$ cat config.mk
export PLATFORM = sky130hd
export DESIGN_NAME = traffic_display_ctrl_flat
export DESIGN_NICKNAME = d
export VERILOG_FILES = /design/src/rtl/traffic_display_if.sv /design/src/rtl/traffic_display_ctrl.sv /design/src/flat_wrapper.sv
export SDC_FILE = /design/constraint.sdc
export NUM_CORES = 1
export LEC_CHECK = 0
export BUFFER_PORTS_ARGS = -buffer_cell sky130_fd_sc_hd__buf_2
export CORE_MARGIN = 8
export CORE_UTILIZATION = 24
export CTS_CLUSTER_SIZE = 28
export DETAILED_ROUTE_END_ITERATION = 7
export GPL_TIMING_DRIVEN = 0
export SLEW_MARGIN = 15
export SYNTH_ARGS = -nofsm -noshare
export SYNTH_HDL_FRONTEND = slang
export SYNTH_SLANG_ARGS = --single-unit
$ cat constraint.sdc
create_clock -name clk -period 3.8 [get_ports clk]
set_input_delay 0.95 -clock clk [delete_from_list [all_inputs] [get_ports clk]]
set_output_delay 0.95 -clock clk [all_outputs]
set_load 0.02 [all_outputs]
$ cat src/rtl/traffic_display_if.sv
// Signal bundle between the traffic-light FSM side and the display/monitor block.
// The master drives counter, state and lamps. The slave returns the display and fault outputs.
interface traffic_display_if;
  logic [2:0] counter;
  logic [1:0] traffic_state;
  logic       H_R, H_Y, H_G;
  logic       C_R, C_Y, C_G;
  logic [6:0] seg;
  logic [1:0] an;
  logic       blink_on;
  logic       fault;
  logic [2:0] fault_code;

  modport master (
    output counter, traffic_state, H_R, H_Y, H_G, C_R, C_Y, C_G,
    input  seg, an, blink_on, fault, fault_code
  );

  modport slave (
    input  counter, traffic_state, H_R, H_Y, H_G, C_R, C_Y, C_G,
    output seg, an, blink_on, fault, fault_code
  );
endinterface

$ cat src/rtl/traffic_display_ctrl.sv
// Two-digit multiplexed 7-segment driver for the traffic-light FSM, with yellow-phase blink
// and a filtered, sticky lamp-conflict monitor that takes over the display once tripped.
module traffic_display_ctrl #(
  parameter int REFRESH_DIV = 4,
  parameter int BLINK_DIV   = 8,
  parameter int FAULT_FILT  = 2
) (
  input  logic              clk,
  input  logic              reset,
  traffic_display_if.slave  bus
);

  localparam int RW = (REFRESH_DIV > 1) ? $clog2(REFRESH_DIV) : 1;
  localparam int BW = (BLINK_DIV > 1) ? $clog2(BLINK_DIV) : 1;
  localparam int FW = $clog2(FAULT_FILT + 1);

  localparam logic [RW-1:0] REF_LAST = RW'(REFRESH_DIV - 1);
  localparam logic [BW-1:0] BLK_LAST = BW'(BLINK_DIV - 1);
  localparam logic [FW-1:0] FILT_MAX = FW'(FAULT_FILT);
  localparam logic [6:0]    GLYPH_F  = 7'h71;

  logic [RW-1:0] ref_cnt_q, ref_cnt_d;
  logic          dsel_q, dsel_d;
  logic [BW-1:0] blk_cnt_q, blk_cnt_d;
  logic          blink_q, blink_d;
  logic [FW-1:0] filt_cnt_q, filt_cnt_d;
  logic          fault_q, fault_d;
  logic [2:0]    fault_code_q, fault_code_d;
  logic [1:0]    prev_state_q;
  logic [6:0]    seg_q, seg_d;
  logic [1:0]    an_q, an_d;

  logic [5:0]    lamp_vec;
  logic [5:0]    exp_vec;
  logic [2:0]    cause;
  logic          bad;
  logic          ref_wrap;
  logic          state_chg;

  function automatic logic [6:0] glyph(input logic [2:0] v);
    logic [6:0] g;
    case (v)
      3'd0:    g = 7'h3F;
      3'd1:    g = 7'h06;
      3'd2:    g = 7'h5B;
      3'd3:    g = 7'h4F;
      3'd4:    g = 7'h66;
      3'd5:    g = 7'h6D;
      3'd6:    g = 7'h7D;
      default: g = 7'h07;
    endcase
    return g;
  endfunction

  function automatic logic [5:0] expected_lamps(input logic [1:0] st);
    logic [5:0] v;
    case (st)
      2'd0:    v = 6'b100_001;
      2'd1:    v = 6'b010_010;
      2'd2:    v = 6'b001_100;
      default: v = 6'b010_010;
    endcase
    return v;
  endfunction

  always_comb begin
    lamp_vec  = {bus.H_R, bus.H_Y, bus.H_G, bus.C_R, bus.C_Y, bus.C_G};
    exp_vec   = expected_lamps(bus.traffic_state);
    cause[0]  = bus.H_G & bus.C_G;
    cause[1]  = !$onehot(lamp_vec[5:3]) || !$onehot(lamp_vec[2:0]);
    cause[2]  = (lamp_vec != exp_vec);
    bad       = |cause;
    state_chg = (bus.traffic_state != prev_state_q);

    ref_wrap  = (ref_cnt_q == REF_LAST);
    ref_cnt_d = ref_wrap ? '0 : ref_cnt_q + 1'b1;
    dsel_d    = dsel_q ^ ref_wrap;

    // Blink only runs in the two yellow states; a state change restarts it visible.
    blk_cnt_d = '0;
    blink_d   = 1'b1;
    if (!state_chg && bus.traffic_state[0]) begin
      if (blk_cnt_q == BLK_LAST) begin
        blk_cnt_d = '0;
        blink_d   = ~blink_q;
      end else begin
        blk_cnt_d = blk_cnt_q + 1'b1;
        blink_d   = blink_q;
      end
    end

    filt_cnt_d = '0;
    if (bad) begin
      filt_cnt_d = (filt_cnt_q == FILT_MAX) ? filt_cnt_q : filt_cnt_q + 1'b1;
    end

    fault_d      = fault_q;
    fault_code_d = fault_code_q;
    if (!fault_q && bad && (filt_cnt_d == FILT_MAX)) begin
      fault_d      = 1'b1;
      fault_code_d = cause;
    end

    // Fault display switches in one edge after fault rises, hence fault_q, not fault_d.
    an_d = dsel_q ? 2'b10 : 2'b01;
    if (fault_q) begin
      seg_d = dsel_q ? GLYPH_F : glyph(fault_code_q);
    end else if (!blink_d) begin
      seg_d = 7'h00;
    end else begin
      seg_d = dsel_q ? glyph({1'b0, bus.traffic_state}) : glyph(bus.counter);
    end
  end

  always_ff @(posedge clk or posedge reset) begin
    if (reset) begin
      ref_cnt_q    <= '0;
      dsel_q       <= 1'b0;
      blk_cnt_q    <= '0;
      blink_q      <= 1'b1;
      filt_cnt_q   <= '0;
      fault_q      <= 1'b0;
      fault_code_q <= 3'b000;
      prev_state_q <= 2'd0;
      seg_q        <= 7'h00;
      an_q         <= 2'b00;
    end else begin
      ref_cnt_q    <= ref_cnt_d;
      dsel_q       <= dsel_d;
      blk_cnt_q    <= blk_cnt_d;
      blink_q      <= blink_d;
      filt_cnt_q   <= filt_cnt_d;
      fault_q      <= fault_d;
      fault_code_q <= fault_code_d;
      prev_state_q <= bus.traffic_state;
      seg_q        <= seg_d;
      an_q         <= an_d;
    end
  end

  assign bus.seg        = seg_q;
  assign bus.an         = an_q;
  assign bus.blink_on   = blink_q;
  assign bus.fault      = fault_q;
  assign bus.fault_code = fault_code_q;

endmodule
$ cat src/flat_wrapper.sv
// flat-port wrapper written by rule: the top's interface ports become plain ports
module traffic_display_ctrl_flat 
#(
  parameter int REFRESH_DIV = 4,
  parameter int BLINK_DIV   = 8,
  parameter int FAULT_FILT  = 2
)
  (clk, reset, bus_counter, bus_traffic_state, bus_H_R, bus_H_Y, bus_H_G, bus_C_R, bus_C_Y, bus_C_G, bus_seg, bus_an, bus_blink_on, bus_fault, bus_fault_code);
  traffic_display_if bus_i ();
  input  logic clk;
  input  logic reset;
  input wire logic [$bits(bus_i.counter)-1:0] bus_counter;
  input wire logic [$bits(bus_i.traffic_state)-1:0] bus_traffic_state;
  input wire logic [$bits(bus_i.H_R)-1:0] bus_H_R;
  input wire logic [$bits(bus_i.H_Y)-1:0] bus_H_Y;
  input wire logic [$bits(bus_i.H_G)-1:0] bus_H_G;
  input wire logic [$bits(bus_i.C_R)-1:0] bus_C_R;
  input wire logic [$bits(bus_i.C_Y)-1:0] bus_C_Y;
  input wire logic [$bits(bus_i.C_G)-1:0] bus_C_G;
  output wire logic [$bits(bus_i.seg)-1:0] bus_seg;
  output wire logic [$bits(bus_i.an)-1:0] bus_an;
  output wire logic [$bits(bus_i.blink_on)-1:0] bus_blink_on;
  output wire logic [$bits(bus_i.fault)-1:0] bus_fault;
  output wire logic [$bits(bus_i.fault_code)-1:0] bus_fault_code;
  assign bus_i.counter = bus_counter;
  assign bus_i.traffic_state = bus_traffic_state;
  assign bus_i.H_R = bus_H_R;
  assign bus_i.H_Y = bus_H_Y;
  assign bus_i.H_G = bus_H_G;
  assign bus_i.C_R = bus_C_R;
  assign bus_i.C_Y = bus_C_Y;
  assign bus_i.C_G = bus_C_G;
  assign bus_seg = bus_i.seg;
  assign bus_an = bus_i.an;
  assign bus_blink_on = bus_i.blink_on;
  assign bus_fault = bus_i.fault;
  assign bus_fault_code = bus_i.fault_code;
  traffic_display_ctrl #(.REFRESH_DIV(REFRESH_DIV), .BLINK_DIV(BLINK_DIV), .FAULT_FILT(FAULT_FILT)) u_core (.clk(clk), .reset(reset), .bus(bus_i));
endmodule
# After elaboration in Yosys (flattened, before gate mapping)
# Cells that the tools add are included.
word_totals:
  register_bits: 24
op_classes:
  muxes: 16
  addsub: 7
  reduce_logical: 12
  bitwise_logic: 3
  eq_ne: 23
op_table:
  columns: ["op", "count"]
  rows:
  - ["$pmux W7 S7", 2]
  - ["$mux W7", 4]
  - ["$pmux W7 S4", 1]
  - ["$eq A3 B3 Y1 const B", 7]
  - ["$eq A3 B2 Y1 const B", 4]
  - ["$pmux W6 S2", 1]
  - ["$eq A2 B2 Y1 const B", 5]
  - ["$mux W2", 4]
  - ["$eq A2 B1 Y1 const B", 3]
  - ["$eq A3 B1 Y1 const B", 2]
  - ["$logic_not A3 Y1", 2]
  - ["$mux W3", 2]
  - ["$ne A6 B6 Y1", 1]
  - ["$add A1 B1 Y2", 2]
  - ["$add A2 B1 Y2", 2]
  - ["$add A2 B1 Y2 const B", 2]
  - ["$logic_not A1 Y1", 4]
  - ["$add A3 B1 Y3 const B", 1]
  - ["$logic_and A1 B1 Y1", 3]
  - ["$reduce_or A3 Y1", 1]
  - ["$logic_not A2 Y1", 1]
  - ["$mux W1", 2]
  - ["$ne A2 B2 Y1", 1]
  - ["$and A1 B1 Y1", 1]
  - ["3 further kinds", 3]

# Longest topological paths before layout
# Gate-level depths: netlist of run 1.
depth:
  depth_word: 9
  depth_mapped: 7
  depth_no_buf: 7

# Worst setup path after synthesis of run 1
# Ideal clock, no wire load.
synth_path:
  path_kind: "input -> register"
  start: "input port bus_H_G"
  end: "register u_core.fault_code_q[0] (netlist: u_core.bus.fault_code[0])"
  path_slack_ps: 1367
  t_arrival_ps: 2350
  setup_time_ps: 83
  cell_stages: 7
  cell_sequence: "inv_1 fa_1 nor4bb_1 nand2_1 a211oi_2 o21ai_0 o21ai_0"
synth_via:
  elab_chain_len: 9
  word_cells_on_any_way: 12
synth_rtl:
  columns: ["item", "line_no", "rtl"]
  rows:
  - ["start, declared", "flat_wrapper.sv:16", "input wire logic [$bits(bus_i.H_G)-1:0] bus_H_G;"]
  - ["$add A1 B1 Y2 (not written as such)", "traffic_display_ctrl.sv:70", "cause[1] = !$onehot(lamp_vec[5:3]) || !$onehot(lamp_vec[2:0]);"]
  - ["$add A2 B1 Y2 (not written as such)", "traffic_display_ctrl.sv:70", null]
  - ["$eq A2 B1 Y1", "traffic_display_ctrl.sv:70", null]
  - ["$logic_not A1 Y1", "traffic_display_ctrl.sv:70", null]
  - ["$logic_or A1 B1 Y1", "traffic_display_ctrl.sv:70", null]
  - ["$reduce_or A3 Y1", "traffic_display_ctrl.sv:72", "bad = |cause;"]
  - ["$mux W2", "traffic_display_ctrl.sv:93", "if (bad) begin"]
  - ["$eq A2 B2 Y1", "traffic_display_ctrl.sv:99", "if (!fault_q && bad && (filt_cnt_d == FILT_MAX)) begin"]
  - ["$logic_and A1 B1 Y1", "traffic_display_ctrl.sv:99", null]
  - ["end signal, assigned", "traffic_display_ctrl.sv:134", "fault_code_q <= fault_code_d;"]
  - ["end, declared", "traffic_display_ctrl.sv:28", "logic [2:0] fault_code_q, fault_code_d;"]
# Parallel ways exist; a longest one is shown, timed or not.
# A chain may end at the register's enable or synchronous reset.

# Worst setup path in the final report of run 1
# Ends and elaborated chain as after synthesis.

==> results, run 1 <==
- The flow ran to the end, and the final reports show no timing, DRC or antenna violations.
- The signal arrival time at the worst endpoint is approximately 2.8 ns.
- The standard cell core area is approximately 5100 um2.
- The total number of yosys warnings is 0.
- The number of buffers and inverters on the critical path is 2.
- The count of boundary I/O pins is 27.
- Global routing finished with a remaining overflow of 0.
- The number of iterations in the first detailed-routing pass is 4.
- The number of global-route vias before repair is 1035.
- The aggregate global-route resource usage is approximately 7.6%.
- The tree built by TritonCTS fans out to 24 sinks.
- The fraction of synthesis flops using an asynchronous set or reset pin is 100%.
- The setup fix buffers added after clock tree synthesis is 0.
- The highest achievable clock rate is 0.385 GHz.
- Summed over all cells, the static leakage comes to between 0.6 and 0.7 nW.
- The number of cell instances on the worst register-to-register path is 5.
- Power comes to between 0.0006 and 0.0007 W.
- 0 antenna diodes ended up in the layout.
- The global-route wire length before repair is 4.78 mm.
- Across the VDD grid, the largest voltage drop is 0.000166 V.
- The total vias in the final route is between 900 and 1000.
- Adding up every negative setup slack in the final design gives 0 ns.
- The clock root buffer is clkbuf_8.
- In this run the critical register-to-register path is captured at u_core.bus.seg[2].
- The total half-perimeter wirelength after legalization and detailed placement is roughly 2.1 mm.
- The share of the Yosys chip area taken by registers is 47.4%.
- Clock skew on the completed layout was measured at 0.00451 ns.
- The floorplan step set the die height to roughly 89 um.
- In this run, synthesis inferred 0 flip-flops with an integrated enable.
- The synthesized netlist net count is about 150.
- The worst slew margin relative to its limit is 39.9%.
- The origin of the critical flop-to-flop path is u_core.blk_cnt_q[0].
- The filler cell count in the final layout is about 570.
- The flip-flop and latch count after synthesis is 24.
- The number of buffers inserted by port buffering is 24.
- In this run the cell area of the synthesized design comes to around 1300 um2.
- The post-CTS resize count is 0.
- After detailed routing, the number of vias per cell comes to around 4.3.
- The number of instances in the synthesized netlist is ~130.
- The weighted congestion reported at the end of routability-driven placement is 0.768.
- The number of placement rows is 26.
- Entering global routing, the biggest net connects 25 pins.
- The hold path depth is 1.
- In the routed design, unresolved DRC markers number 0.
- The class of the most critical setup path is primary input to register.
- The clock passes through at most 2 buffers.
- The worst setup path is launched from a primary input.
- The initial antenna violation count is 0.
- In this run the worst path has a maximum fanout of 5.
- The most used flip-flop cell after synthesis is dfrtp_1.
- The TritonCTS clock tree is yes.
- The reported max-cap violation count is 0.
- The total wire length is roughly 2.7 mm.
- The DRC violation total after the first TritonRoute iteration is 61.
- The worst hold path endpoint is u_core.ref_cnt_q[0].
- For this configuration, the core starts out at a cell density of between 20% and 30%.
- The chip width is a little under 90 um.
- The most numerous cell type found on the critical path is o21ai_0.
- The number of library cell types mapped by synthesis is 39.
- The final-report max-slew violation count was 0.
- The actual transition at the worst max-transition pin is 0.901 ns.
- The largest single stage delay on the critical path is 0.47 ns.
- The clock latency on the worst-skew pair is 0.26 ns.
- The net total in the final layout is 177.
- In this run the power density over the cells is around 400 nW/um2.
- The worst path needs between 2 and 3 ns of the cycle, external delays included.
- Broken down by cell family, the worst path's largest delay share belongs to compound AO/OA/AOI/OAI gates.
- The data required time at the worst endpoint is just under 4 ns.
- The number of clock buffers added by TritonCTS is 3.
- The worst path uses between 60% and 70% of the clock period.
- In this run the number of H-tree levels came out at 1.
- Setup repair after global routing left no endpoint under its margin.
- The classification of the worst-slack hold path is register to register.
- The post-route antenna net violation count is 0.
- The number of hold-slack violations in the final timing report is 0.
- The worst-case register-to-register setup slack is roughly 2.1 ns.
- The critical path goes through buf_2 > inv_1 > fa_1 > nor4bb_1 > nand2_1 > a211oi_2 > o21ai_0 > o21ai_0.
- Compared with the post-synthesis result, the final layout area differs by 22.0%.
- The register clock-pin slew on the reported worst setup and hold paths is around 0.08 ns.
- The number of endpoints failing setup at the final stage is 0.
- After detailed routing, the average wire length per cell comes to about 12 um.
- After clock tree synthesis, the flow added hold-fix buffers numbering 0.
- The start point of the worst min-delay path is u_core.ref_cnt_q[0].
- The die covers 7870 um2.
- The type of destination of the critical path is a register.
- The fraction of layout cells with a size suffix above 1 is a little under a quarter.
- The mean area per synthesized cell is approximately 9.8 um2.
- The slowest stage of the critical path is the fa_1 cell.
==> cell families (layout without fill, tap and decap cells) <==
family | count (synthesis) | after routing | share of synthesized area (%)
simple gates | 36 | 36 | 16.4
compound gates | 33 | 33 | 16.4
flops | 24 | 24 | 47.4
buf+inv | 21 | 49 | 6.31
fa+ha+maj | 7 | 7 | 7.89
xor+xnor | 7 | 7 | 4.83
mux | 1 | 1 | 0.789
==> cells in the mapped netlist (2+ instances only) <==
master | n | share of area [%]
nor3b_1 | 2 | 1.2
nand3_1 | 2 | 0.79
xnor2_1 | 3 | 2.1
a21oi_1 | 7 | 2.8
dfrtp_1 | 23 | 45
and2_1 | 2 | 0.99
xor2_1 | 4 | 2.8
inv_1 | 13 | 3.8
clkbuf_1 | 7 | 2.1
nor3_1 | 4 | 1.6
nor2b_1 | 3 | 1.5
fa_1 | 2 | 3.2
o21ai_0 | 15 | 5.9
and2_2 | 2 | 1.2
ha_1 | 4 | 3.9
nor2_1 | 7 | 2.1
o31ai_1 | 2 | 1.2
nand2_1 | 6 | 1.8
==> worst max path at each step <==
stage | depth (start not counted) | to | from | slack [ns]
detailed placement | 8 | u_core.bus.fault_code[1] | bus_H_G | 0.92
finish | 8 | u_core.bus.fault_code[0] | bus_H_G | 1.20
global placement | 8 | u_core.bus.fault_code[0] | bus_H_G | 0.94
CTS | 8 | u_core.bus.fault_code[1] | bus_H_G | 1.19
floorplan | 7 | u_core.bus.fault_code[0] | bus_H_G | 1.37
global route | 8 | u_core.bus.fault_code[0] | bus_H_G | 1.05
==> stage by stage <==
stage | hold WS [ns] | setup WS [ns] | instances | utilization, % | cell area [um2]
after floorplan | 0.403 | 1.37 | 129 | - | 1270
after global placement | 0.411 | 0.942 | 223 | 28.9 | 1480
after detailed placement | 0.419 | 0.917 | 223 | 28.9 | 1480
after CTS | 0.437 | 1.19 | 227 | 30.3 | 1550
after global routing | 0.446 | 1.05 | 227 | 30.3 | 1550
final | 0.433 | 1.20 | 227 | 30.3 | 1550
==> final cells by class <==
type	instances	area [um2]	share of cell area [%]
clock inverters	1	30.0	1.94
plain buffers	7	26.3	1.70
well taps	70	87.6	5.66
inverters	14	53.8	3.48
flip-flops and latches	24	602	38.9
clock buffers	3	41.3	2.67
repair buffers	24	120	7.76
multi-input cells	84	587	37.9
==> worst register-to-register path: cells and delay by family, from the launching register on <==
kind            cells  cell delay (ns)
compound gates      1             0.42
xor+xnor            1             0.13
fa+ha+maj           2             0.41
flops               1             0.39
simple gates        1             0.18
==> state kept, by name (all words and copies together), names as in the netlist <==
name                   cells
u_core.bus.an              2
u_core.ref_cnt_q           2
u_core.blk_cnt_q           3
u_core.dsel_q              1
u_core.filt_cnt_q          2
u_core.bus.fault_code      3
u_core.bus.fault           1
u_core.bus.blink_on        1
u_core.prev_state_q        2
u_core.bus.seg             7
==> layer usage <==
metal  share of wire, %  track usage, %  vias up
met5                  0               0        -
met4                1.1            2.76        0
li1                   -               -      490
met3                6.3            1.67        4
met2                 43            12.4       23
met1                 49            9.55      457
==> placed cells by master, fill, tap and decap left out, types with 2 or more instances in the layout <==
master | netlist | final
ha_1 | 4 | 4
dfrtp_1 | 23 | 23
clkbuf_1 | 7 | 7
a21oi_1 | 7 | 7
xor2_1 | 4 | 4
nor3b_1 | 2 | 2
o21ai_0 | 15 | 15
nor2_1 | 7 | 7
fa_1 | 2 | 2
and2_1 | 2 | 2
clkbuf_8 | 0 | 3
nor2b_1 | 3 | 3
inv_1 | 13 | 13
xnor2_1 | 3 | 3
buf_2 | 0 | 24
nand2_1 | 6 | 6
nand3_1 | 2 | 2
and2_2 | 2 | 2
nor3_1 | 4 | 4
o31ai_1 | 2 | 2
==> power by group <==
part	leakage (nW)	internal, W	switching [W]
Sequential	0.272	0.000277	0.00000626
Clock	0.0357	0.000141	0.0000764
Combinational	0.385	0.0000470	0.0000658
Total	0.693	0.000465	0.000148
Note: power is estimated with default switching activity, not from simulation.
==> run 2, diff against run 1 <==
clock period = 2.3 ns   (was 3.8 ns; I/O delays follow)
==> run 2 against run 1 <==
Combinational power up 68%; worst setup slack worse by 1.0 ns; utilization up 0.27 points; critical path depth unchanged; clock skew about the same; final cell count unchanged; die area unchanged; register-to-register slack worse by 1.5 ns; clock power up 65%; global-route usage unchanged; sequential power up 65%; largest cell class unchanged; largest power group unchanged.
==> results, run 2 (synthesis gave the netlist of run 1 again) <==
- The actual transition at the worst max-transition pin came to 0.901 ns (+0.000696 ns).
- The part of the power in combinational logic was 18.7% (+0.3 points).
- The number of inserted diodes is 0 (unchanged).
- The TritonCTS clock tree is yes.
- The reported max-cap violation count is 0 (unchanged).
- The deepest clock path buffer count is 2 (unchanged).
- The smallest clock period supported by the final layout is computed as about 2.1 ns.
- The maximum fanout encountered on the critical timing path is 5 (unchanged).
- The fraction of layout cells with a size suffix above 1 came to 24.2% (+0.64 points).
- The flow ran to the end, and the final reports show no timing, DRC or antenna violations.
- The total half-perimeter wirelength after legalization and detailed placement is 2.10 mm (unchanged).
- The initial antenna violation count was 0 (unchanged).
- The number of global-route vias before repair came to 1035 (unchanged).
- Of the available clock period, the critical path in the final layout requires between 90% and 100%.
- The final-report max-slew violation count is 0 (unchanged).
- The number of flip-flops under the largest register name is 7 (unchanged).
- The total vias in the final route was 977 (+0.31%).
- The register share of total power is 46.1% (about the same).
- The biggest cell delay along the critical path is 0.49 ns (+0.02 ns).
- The DRC violation count after routing is 0 (unchanged).
- The count of boundary I/O pins came to 27 (unchanged).
- The count of hold buffers inserted by post-cts repair came to 0 (unchanged).
- The class of the most critical setup path is primary input to register.
- The total wire length is 2.73 mm (-0.66%).
- The utilization of the core after routing came to 30.6% (+0.27 points).
- In this run the most critical hold path is launched from u_core.ref_cnt_q[0].
- The die outline area is 7870 um2 (unchanged).
- The classification of the worst-slack hold path is register to register.
- The pin count of the biggest net entering global routing is 25 (unchanged).
- The post-route antenna net violation count is 0 (unchanged).
- Walking the worst path, the cells encountered are buf_2 > inv_1 > fa_1 > nor4bb_2 > nand2_1 > a211oi_4 > o21ai_0 > o21ai_0.
- The number of placed cells counting well taps was 223 (unchanged).
- The height of the die is 88.7 um (unchanged).
- Setup repair after global routing left no endpoint under its margin.
- The net switching power is 0.000247 W (+67%).
- The origin of the critical flop-to-flop path is u_core.blk_cnt_q[0].
- The count of non-filler cells in the finished layout came to 227 (unchanged).
- The power after layout is 0.00102 W (+66%).
- The most numerous cell type found on the critical path is o21ai_0.
- The maximum VDD drop is 0.000274 V (+65%).
- The residual overflow from global routing is 0 (unchanged).
- The worst hold path endpoint is u_core.ref_cnt_q[0].
- The CTS H-tree depth is 1 (unchanged).
- The data required time at the worst endpoint is 2.48 ns (-1.50 ns).
- In this run the critical register-to-register path is captured at u_core.bus.seg[2].
- For this design, the slowest cell found on the critical path is fa_1.
- STA classifies the critical path startpoint as a primary input.
- The cell-internal power is 0.000770 W (+66%).
- The most common cell after layout, fill and taps aside is buf_2.
- In the layout the commonest cells are 24 x buf_2, 23 x dfrtp_1, 15 x o21ai_0, 13 x inv_1.
- The net total in the final layout is 177 (unchanged).
- The clock latency on the worst-skew pair was 0.26 ns (about the same).
- The aggregate global-route resource usage is 7.62% (unchanged).
- The clock network fraction of design power is 35.3% (about the same).
- The area growth from synthesis to layout is 23.1%.
- The setup TNS was 0 ns (unchanged).
- The effective utilization at floorplan is 24.8% (unchanged).
- The standard cell core area is 5110 um2 (unchanged).
- The weighted congestion reported at the end of routability-driven placement was 0.768 (unchanged).
- The chip width is 88.7 um (unchanged).
- STA classifies the critical path endpoint as a register.
- The worst-case register-to-register setup slack is 0.63 ns (-1.50 ns).
- The total power density per cell area was 651 nW/um2 (+64%).
- The net switching share of the total power is 24.3% (+0.10 points).
- The tree is rooted in a clkbuf_8.
- The signal arrival time at the worst endpoint is 2.31 ns (-0.47 ns).
- The number of cell instances on the worst register-to-register path came to 5 (unchanged).
- The clock skew is 0.00450 ns (-0.00000841 ns).
- The per-cell via count in the routed design came to 4.30 (+0.31%).
- The number of buffers added by the clock tree synthesis step is 3 (unchanged).
- The highest achievable clock rate is 0.471 GHz.
- The global-route wire length before repair is 4.78 mm (unchanged).
- The wire length per cell came to 12.0 um (-0.66%).
- The hold path depth is 1 (unchanged).
- The worst slew margin relative to its limit is 39.8% (-0.046 points).
- The total placed instance area is 1480 um2 (unchanged).
- The number of iterations in the first detailed-routing pass is 4 (unchanged).
- The number of placement rows is 26 (unchanged).
- The total non-filler cell area in the finished layout is 1560 um2 (+0.89%).
- The total leakage power is 0.693 nW (about the same).
- The number of buffers inserted by port buffering is 24 (unchanged).
- The number of endpoints failing setup at the final stage came to 0 (unchanged).
- The register clock-pin slew on the reported worst setup and hold paths is 0.08 ns (about the same).
- The DRC violation total after the first TritonRoute iteration came to 61 (unchanged).
- The number of hold-slack violations in the final timing report is 0 (unchanged).
- The count of clock tree sinks is 24 (unchanged).
-- run 2: metal layers --
metal	part of all wire [%]	vias to the layer above	GRT usage, %
met1	49	451	9.55
met2	43	29	12.4
met4	1.1	0	2.76
met5	0	-	0
li1	-	493	-
met3	6.7	4	1.67
-- run 2: power groups by stage --
stage	sequential, W	clock (W)	combinational (W)
4_1_cts	0.000469	0.000375	0.000191
2_1_floorplan	0.000497	0	0.000110
6_report	0.000468	0.000359	0.000190
3_5_place_dp	0.000478	0	0.000189
5_1_grt	0.000472	0.000388	0.000221
3_3_place_gp	0.000476	0	0.000186
-- run 2: area by class of cell --
class                      count  area, um2
multi-input combinational     84        601
buffer                         7       26.3
tap                           70       87.6
clock buffer                   3       41.3
sequential                    24        602
timing repair buffer          24        120
clock inverter                 1       30.0
fill                         566       3550
inverter                      14       53.8
-- run 2: worst max-delay path, delay by kind of cell --
family / cells / cell delay [ns]
compound gates: 3 / 0.54
buf+inv: 2 / 0.18
fa+ha+maj: 1 / 0.49
simple gates: 2 / 0.53
-- run 2: how the worst max path moves through the flow --
stage / startpoint / to / slack (ns) / cells past startpoint
4_1_cts: bus_H_G / u_core.bus.fault_code[1] / 0.07 / 8
6_report: bus_H_G / u_core.bus.fault_code[0] / 0.18 / 8
3_3_place_gp: bus_H_G / u_core.bus.fault_code[0] / -0.18 / 8
5_1_grt: bus_H_G / u_core.bus.fault_code[0] / 0.04 / 8
3_5_place_dp: bus_H_G / u_core.bus.fault_code[1] / -0.21 / 8
2_1_floorplan: bus_H_G / u_core.bus.fault_code[0] / 0.24 / 7
-- run 2: per-stage QoR --
step	hold slack, ns	setup slack, ns
after floorplan	0.403	0.242
after detailed placement	0.419	-0.208
after CTS	0.437	0.0687
final	0.433	0.179
after global placement	0.411	-0.183
after global routing	0.446	0.0428
-- run 2: timing repair --
item	in CTS	in global routing
resized for setup	0	2
buffers inserted	0	0
setup endpoints to repair	0	2
==> run 3, diff against run 2 <==
PLACE_DENSITY_LB_ADDON = 0.1   (was not set)
==> run 3 against run 2 <==
Final cell count unchanged; critical path type unchanged; non-clock buffer count unchanged; sequential share of layout area increased by 0.16 points; clock-buffer cell count unchanged; power increased by 1.3%; cell area decreased by 0.40%; worst hold slack improved by 0.0023 ns; critical endpoint unchanged; global-route usage increased by 0.60 points; die area unchanged.
==> results, run 3 (synthesis gave the netlist of run 1 again) <==
- The flow ran to the end, and the final reports show no timing, DRC or antenna violations.
- The height of the die was 88.7 um (unchanged).
- The global-route wire length before repair came to 4.97 mm (+4.0%).
- The count of boundary I/O pins is 27 (unchanged).
- The startpoint identified for the worst hold timing path is u_core.ref_cnt_q[0].
- The maximum VDD drop was 0.000204 V (-26%).
- The total power density per cell area is 662 nW/um2 (+1.7%).
- The die outline area is 7870 um2 (unchanged).
- The number of buffers added by the clock tree synthesis step is 3 (unchanged).
- The chip width is 88.7 um (unchanged).
- The cell sitting at the root of the clock tree is a clkbuf_8.
- The number of inserted diodes was 0 (unchanged).
- The data required time at the worst endpoint came to 2.49 ns (about the same).
- The total wire length is 2.91 mm (+6.9%).
- The area growth from synthesis to final layout is 22.6%.
- The deepest clock path buffer count is 2 (unchanged).
- The weighted congestion reported at the end of routability-driven placement is 0.752 (-2.1%).
- The origin of the critical flop-to-flop path is u_core.blk_cnt_q[0].
- The reported max-cap violation count came to 0 (unchanged).
- The signal arrival time at the worst endpoint is 2.32 ns (about the same).
- The worst setup path is captured at a register.
- The number of global-route vias before repair is 1047 (+1.2%).
- The effective utilization at floorplan is 24.8% (unchanged).
- The type of origin of the critical path is a primary input.
- The final-report max-slew violation count came to 0 (unchanged).
- The number of endpoints failing setup at the final stage is 0 (unchanged).
- Setup repair after global routing left no endpoint under its margin.
- The number of flip-flops under the largest register name came to 7 (unchanged).
- The post-route antenna net violation count came to 0 (unchanged).
- The final period demand of the worst path is 2.14 ns (+0.0168 ns).
- The DRC violation count after routing is 0 (unchanged).
- The total vias in the final route is 1030 (+5.4%).
- In the layout the commonest cells are 24 x buf_2, 23 x dfrtp_1, 15 x o21ai_0, 13 x inv_1.
- The worst flop-to-flop path endpoint is u_core.bus.seg[2].
- The worst hold path terminates at u_core.ref_cnt_q[0].
- The pin count of the biggest net entering global routing came to 25 (unchanged).
- The hold path depth is 1 (unchanged).
- The worst-case register-to-register setup slack came to 0.67 ns (+0.04 ns).
- The number of cell instances on the worst register-to-register path is 5 (unchanged).
- The clock skew is 0.00458 ns (+0.0000799 ns).
- The clock latency on the worst-skew pair is 0.27 ns (about the same).
- The number of placement rows is 26 (unchanged).
- The number of hold-slack violations in the final timing report is 0 (unchanged).
- The filler cell count in the final layout is 551 (-2.7%).
- The maximum fanout encountered on the critical timing path is 5 (unchanged).
- The number of buffers inserted by port buffering is 24 (unchanged).
- The fraction of layout cells with a size suffix above 1 was 23.6% (-0.64 points).
- The DRC violation total after the first TritonRoute iteration was 60 (-1.6%).
- The worst slew margin relative to its limit is 40.5% (+0.64 points).
- The register clock-pin slew on the reported worst setup and hold paths is 0.09 ns (about the same).
- The count of hold buffers inserted by post-cts repair is 0 (unchanged).
- Leaving out fill and tap cells, the most frequent cell in the layout is buf_2.
- The aggregate global-route resource usage was 8.22% (+0.60 points).
- The actual transition at the worst max-transition pin was 0.892 ns (-0.00956 ns).
- The wire length per cell is 12.8 um (+6.9%).
- The setup TNS came to 0 ns (unchanged).
- The total leakage power came to 0.693 nW (about the same).
- The utilization of the core after routing came to 30.5% (-0.12 points).
- The number of iterations in the first detailed-routing pass is 4 (unchanged).
- The highest achievable clock rate is 0.468 GHz (-0.79%).
- The classification of the worst-slack hold path is register to register.
- The residual overflow from global routing is 0 (unchanged).
- TritonCTS built the clock tree.
- The per-cell via count in the routed design came to 4.54 (+5.4%).
- The worst setup path is of the primary input to register kind.
- The net total in the final layout came to 177 (unchanged).
- The total half-perimeter wirelength after legalization and detailed placement was 2.29 mm (+9.0%).
- The standard cell core area is 5110 um2 (unchanged).
- The count of clock tree sinks came to 24 (unchanged).
- The CTS H-tree depth is 1 (unchanged).
- The initial antenna violation count is 0 (unchanged).
- The post-route clock period utilization was 92.9% (+0.73 points).
-- run 3: cell counts in the layout (fill, tap and decap cells not counted) --
No cell type changed its count.
-- run 3: how the worst max path moves through the flow --
stage	startpoint	to	slack [ns]	cells after the start
after CTS	bus_H_G	u_core.bus.fault_code[0]	0.1	8
after detailed placement	bus_H_G	u_core.bus.fault_code[0]	-0.18	8
after global routing	bus_H_G	u_core.bus.fault_code[1]	0.05	8
after floorplan	bus_H_G	u_core.bus.fault_code[0]	0.24	7
after global placement	bus_H_G	u_core.bus.fault_code[1]	-0.17	8
final	bus_H_G	u_core.bus.fault_code[0]	0.16	8
-- run 3: layer usage --
metal	GRT usage [%]	share of wire, %
met5	0	0
met4	4.61	2.3
met3	2.14	6.6
met2	13.1	46
met1	9.73	45
-- run 3: stage by stage --
stage               hold WS (ns)  cells  cell area (um2)  worst slack [ns]  total power, W
floorplan                  0.403    129             1270             0.242        0.000607
CTS                        0.444    227             1550            0.0988         0.00105
global route               0.464    227             1560            0.0456         0.00110
global placement           0.414    223             1480            -0.168        0.000663
detailed placement         0.432    223             1480            -0.178        0.000671
finish                     0.435    227             1560             0.162         0.00103
-- run 3: cell type report --
type,instances,area [um2],area share [%]
Sequential cell,24,602,38.7
Multi-Input combinational cell,84,594,38.2
Timing Repair Buffer,24,120,7.72
Tap cell,70,87.6,5.63
Inverter,14,53.8,3.46
Clock buffer,3,41.3,2.65
Clock inverter,1,30.0,1.93
Buffer,7,26.3,1.69
-- run 3: critical path: stages --
cell and delay [ns]:
buf_2 0.12, inv_1 0.06, fa_1 0.46, nor4bb_1 0.39, nand2_1 0.17, a211oi_4 0.31
o21ai_0 0.13, o21ai_0 0.10
-- run 3: power breakdown --
group | leakage, nW | total (W) | switching (W) | internal [W]
sequential | 0.272 | 0.000468 | 0.0000103 | 0.000458
clock | 0.0357 | 0.000370 | 0.000138 | 0.000233
combinational | 0.385 | 0.000191 | 0.000114 | 0.0000778
-- run 3: what timing repair did --
item                                    CTS  global route
setup buffers                             0             0
endpoints found under the setup margin    0             2
resized for setup                         0             1
